## src/rtl/prog_loader.sv

```systemverilog
// rtl/prog_loader.sv - boot-time program loader and core-reset sequencer
// Takes a length-prefixed little-endian byte stream, writes words to imem, then releases the core.
module prog_loader #(
  parameter int IMEM_DEPTH = 256,
  parameter int ADDR_W     = 8
) (
  input  logic              clk,
  input  logic              rst,
  input  logic              rx_valid,
  input  logic [7:0]        rx_data,
  output logic              rx_ready,
  input  logic              load_req,
  output logic              imem_we,
  output logic [ADDR_W-1:0] imem_addr,
  output logic [31:0]       imem_wdata,
  output logic              core_rst,
  output logic              busy,
  output logic              done,
  output logic              err
);

  typedef enum logic [2:0] {HDR0, HDR1, DATA, RUN, ERR} state_t;

  state_t            state, state_nx;
  logic [7:0]        cnt_lo;
  logic [ADDR_W:0]   count;
  logic [ADDR_W:0]   word_idx;
  logic [ADDR_W:0]   word_nx;
  logic [1:0]        byte_cnt;
  logic [23:0]       partial;
  logic [15:0]       hdr_n;
  logic              accept;

  assign accept  = rx_valid & rx_ready;
  assign hdr_n   = {rx_data, cnt_lo};
  assign word_nx = word_idx + 1'b1;

  always_ff @(posedge clk) begin
    if (rst) state <= HDR0;
    else     state <= state_nx;
  end

  always_comb begin
    state_nx = state;
    rx_ready = 1'b0;
    core_rst = 1'b1;
    busy     = 1'b0;
    done     = 1'b0;
    err      = 1'b0;
    case (state)
      HDR0: begin
        rx_ready = 1'b1;
        if (accept) state_nx = HDR1;
      end
      HDR1: begin
        rx_ready = 1'b1;
        busy     = 1'b1;
        if (accept) begin
          if (hdr_n == 16'd0)                   state_nx = RUN;
          else if (hdr_n > 16'(IMEM_DEPTH))     state_nx = ERR;
          else                                  state_nx = DATA;
        end
      end
      DATA: begin
        rx_ready = 1'b1;
        busy     = 1'b1;
        // Leave only once the final word's write pulse has been issued.
        if (imem_we && (word_nx == count)) state_nx = RUN;
      end
      RUN: begin
        core_rst = 1'b0;
        done     = 1'b1;
        if (load_req) state_nx = HDR0;
      end
      ERR: begin
        err = 1'b1;
      end
      default: state_nx = HDR0;
    endcase
  end

  always_ff @(posedge clk) begin
    if (rst) begin
      cnt_lo     <= '0;
      count      <= '0;
      word_idx   <= '0;
      byte_cnt   <= '0;
      partial    <= '0;
      imem_we    <= 1'b0;
      imem_addr  <= '0;
      imem_wdata <= '0;
    end else begin
      imem_we <= 1'b0;
      if (imem_we) word_idx <= word_nx;
      case (state)
        HDR0: if (accept) cnt_lo <= rx_data;
        HDR1: if (accept) count <= hdr_n[ADDR_W:0];
        DATA: begin
          if (accept) begin
            byte_cnt <= byte_cnt + 2'd1;
            if (byte_cnt == 2'd3) begin
              imem_we    <= 1'b1;
              imem_addr  <= word_idx[ADDR_W-1:0];
              imem_wdata <= {rx_data, partial};
            end else begin
              case (byte_cnt)
                2'd0:    partial[7:0]   <= rx_data;
                2'd1:    partial[15:8]  <= rx_data;
                default: partial[23:16] <= rx_data;
              endcase
            end
          end
        end
        RUN: begin
          if (load_req) begin
            word_idx <= '0;
            byte_cnt <= '0;
          end
        end
        default: ;
      endcase
    end
  end

endmodule

```

## config.mk

```make
export PLATFORM = sky130hd
export DESIGN_NAME = prog_loader
export DESIGN_NICKNAME = d
export VERILOG_FILES = /design/src/rtl/prog_loader.sv
export SDC_FILE = /design/constraint.sdc
export NUM_CORES = 1
export LEC_CHECK = 0
export ABC_CLOCK_PERIOD_IN_PS = 5300
export CORE_MARGIN = 2
export CORE_UTILIZATION = 50
export CTS_CLUSTER_SIZE = 16
export DETAILED_ROUTE_END_ITERATION = 10
export PLACE_DENSITY = 0.81
export SLEW_MARGIN = 15
export SYNTH_ARGS = -nofsm -noshare
export SYNTH_HDL_FRONTEND = slang
export SYNTH_SLANG_ARGS = --single-unit
```

## constraint.sdc

```tcl
create_clock -name clk -period 5.3 [get_ports clk]
set_input_delay 0.795 -clock clk [delete_from_list [all_inputs] [get_ports clk]]
set_output_delay 0.795 -clock clk [all_outputs]
set_load 0.1 [all_outputs]
```

==> out/qor.yml <==
fmax_mhz: 305
cts_setup_buffers: 0
rr_endpoint: "partial[0]"
grt_pass1_wl_um: 14900
final_common_cell: "nand2_1"
n_antenna_cell: 0
whs_endpoint: "imem_wdata[9]"
max_stage_delay_ps: 1220
synth_nets: 510
start_util_pct: 51.0
critPathBufInv: 1
max-slew-margin-rel_pct: 33.0
grt_max_degree: 58
multi_input_area_sq_um: 1760
clockBufferDepth: 2
synth_largest_area_cell: "dfxtp_1"
p_sw_share_pct: 27.3
synth-edff-count: 0
reg2reg_depth: 6
hold_violations: 0
synthArstFlopShare_pct: 0
port_buffers: 57
cts.sinks: 96
p_seq_share_pct: 54.9
min-delay-start: "imem_wdata[9]"
holdBufCountCts: 0
p_int_mw: 0.999
r2r_start: "state[2]"
finalPower_mw: 1.37
netlist-cell-type-count: 42
vias: 3361
cts_resized: 0
period_share_pct: 61.9
p_sw_mw: 0.374
fin_util_pct: 60.4
cp_cell_sequence: "nor3b_1 > clkdlybuf4s50_1"
tns_ps: 0
status: "finished clean"
pin_count: 58
wl_per_cell_um: 13.6
criticalPathCategory: "flip-flop to output pin"
hold_depth: 2
rsz0062_at_grt: "no"
setup_viol: 0
min_period_ps: 3280
fillers: 672
dieHeight_um: 92.3
drv_cap: 0
tightest_slew_ps: 1010
clk_pin_slew_ps: 90
crit_fanout: 10
avgSynthCellArea_sq_um: 7.91
worstPathRequired_ps: 4510
crit_family: "buffers and inverters"
yosys_warnings: 0
regArea_sq_um: 1920
syn-instance-count: 493
vdd_ir_drop_max_mv: 0.166
reg2reg_slack_ps: 3200
dieArea_sq_um: 8520
comb_power_share_pct: 10.6
grtUsageTotal_pct: 21.6
drt-initial-drc-count: 148
final_cell_mix: "nand2_1 (154), dfxtp_1 (96), a21oi_1 (87)"
synthToLayoutAreaGrowth_pct: 18.5
dieWidth_um: 92.3
grt_pass1_vias: 3257
ant_nets: 0
coreArea_sq_um: 7650
yosys_register_bits: 96
post_drt_via_cell_ratio: 5.28
synth_area_leaders: "dfxtp_1 (49%), nand2_1 (15%), a21oi_1 (11%), nand3_1 (3.6%), clkbuf_1 (2.0%)"
arrival_ps: 2490
antenna_found_initial: 0
p_leak_nw: 1.52
start_kind: "flip-flop"
clkPwrFrac_pct: 34.5
dpl.hpwl_um: 6050
drt-total-wl_um: 8650
worst_skew_pair.late_latency_ps: 360
htree_levels: 3
place.gp.congestion: 0.871
synthesis.area_sq_um: 3900
slowest_stage: "clkdlybuf4s50_1"
synth-seq-area-share_pct: 49.3
first_pass_iters: 5
final_max_slew_viol_count: 0
rows: 32
drive_above_1_share_pct: 4.30
synth.top_cell.area_share_pct: 49.3
cp-end-kind: "output pin"
cts_tree: "done"
synthFlopType: "dfxtp_1"
final.setup_skew_ps: 8.70
hold_class: "flip-flop to flip-flop"
cellPowerDensity_nw_per_um2: 297
root_buffer: "clkbuf_8"
drc: 0
fin_nets: 547
overflow: 0
numCtsBuffers: 9
[power groups by stage]
stage | registers (mW) | logic (mW) | clock network [mW]
floorplan | 0.760 | 0.117 | 0
global placement | 0.769 | 0.141 | 0
detailed placement | 0.770 | 0.144 | 0
CTS | 0.753 | 0.145 | 0.484
global route | 0.756 | 0.158 | 0.513
finish | 0.753 | 0.146 | 0.474
[per-stage QoR]
| step | cell area (sq um) | hold WS [ps] | instances | setup WS (ps) |
|---|---|---|---|---|
| 2_1_floorplan | 3900 | 432 | 493 | 1750 |
| 3_3_place_gp | 4420 | 437 | 621 | 2480 |
| 3_5_place_dp | 4420 | 446 | 621 | 2370 |
| 4_1_cts | 4620 | 459 | 637 | 2060 |
| 5_1_grt | 4620 | 476 | 637 | 1970 |
| 6_report | 4620 | 456 | 637 | 2020 |
[metal layers]
metal,up-vias,wire length (um),global-route usage [%],part of all wire [%]
li1,1705,-,-,-
met1,1539,3950,27.1,46
met2,101,4160,37.6,48
met3,16,365,2.85,4.2
met4,0,174,8.58,2.0
met5,-,0,0,0
[flip-flops by register name, summed over array words and instances (netlist names)]
register	count
imem_addr	8
imem_wdata	32
state	3
imem_we	1
cnt_lo	8
count	9
word_idx	9
partial	24
byte_cnt	2
[cell families (layout without fill, tap and decap cells)]
kind of cell / Yosys count / in the layout / synth area share [%]
muxes: 1 / 1 / 0.257
adders and majority gates: 5 / 5 / 1.61
and+or+nand+nor: 233 / 233 / 25.4
buffers and inverters: 40 / 82 / 5.49
AOI/OAI and AO/OA: 102 / 102 / 14.0
DFF: 96 / 96 / 49.3
xor gates and xnor gates: 16 / 16 / 3.95
[area by class of cell]
cell class / instances / share of cell area (%)
clock buffer: 10 / 2.76
multi-input combinational: 357 / 38.2
clock inverter: 6 / 1.46
inverter: 6 / 0.488
tap: 102 / 2.76
sequential: 96 / 41.6
timing repair buffer: 60 / 12.7
[synth_stat cells, drive strengths merged, types with 2 or more instances]
master  number
nor2b        4
nand3       29
nand4        6
o21ai        3
nand2      154
and2         2
nor2        22
ha           5
dfxtp       96
nor4         4
a21oi       87
xnor2        9
buf         11
nor3         5
a21o         2
xor2         6
nand2b       2
inv          6
clkbuf      23
[how the worst max path moves through the flow]
| stage | startpoint | endpoint | slack (ps) | depth (start not counted) |
|---|---|---|---|---|
| after floorplan | state[2] | err | 1750 | 2 |
| after global placement | state[2] | err | 2480 | 2 |
| after detailed placement | rx_valid | partial[0] | 2370 | 7 |
| after CTS | state[2] | err | 2060 | 2 |
| after global routing | state[0] | busy | 1970 | 3 |
| final | state[2] | err | 2020 | 2 |
[worst register-to-register path, cell delays in order (launching register included)]
cell,delay [ps]
dfxtp_1,410
nor2b_1,340
nand2_1,170
nor2_2,500
nand2_1,320
nand2_1,130
a21oi_1,70
Note: power is estimated with default switching activity, not from simulation.
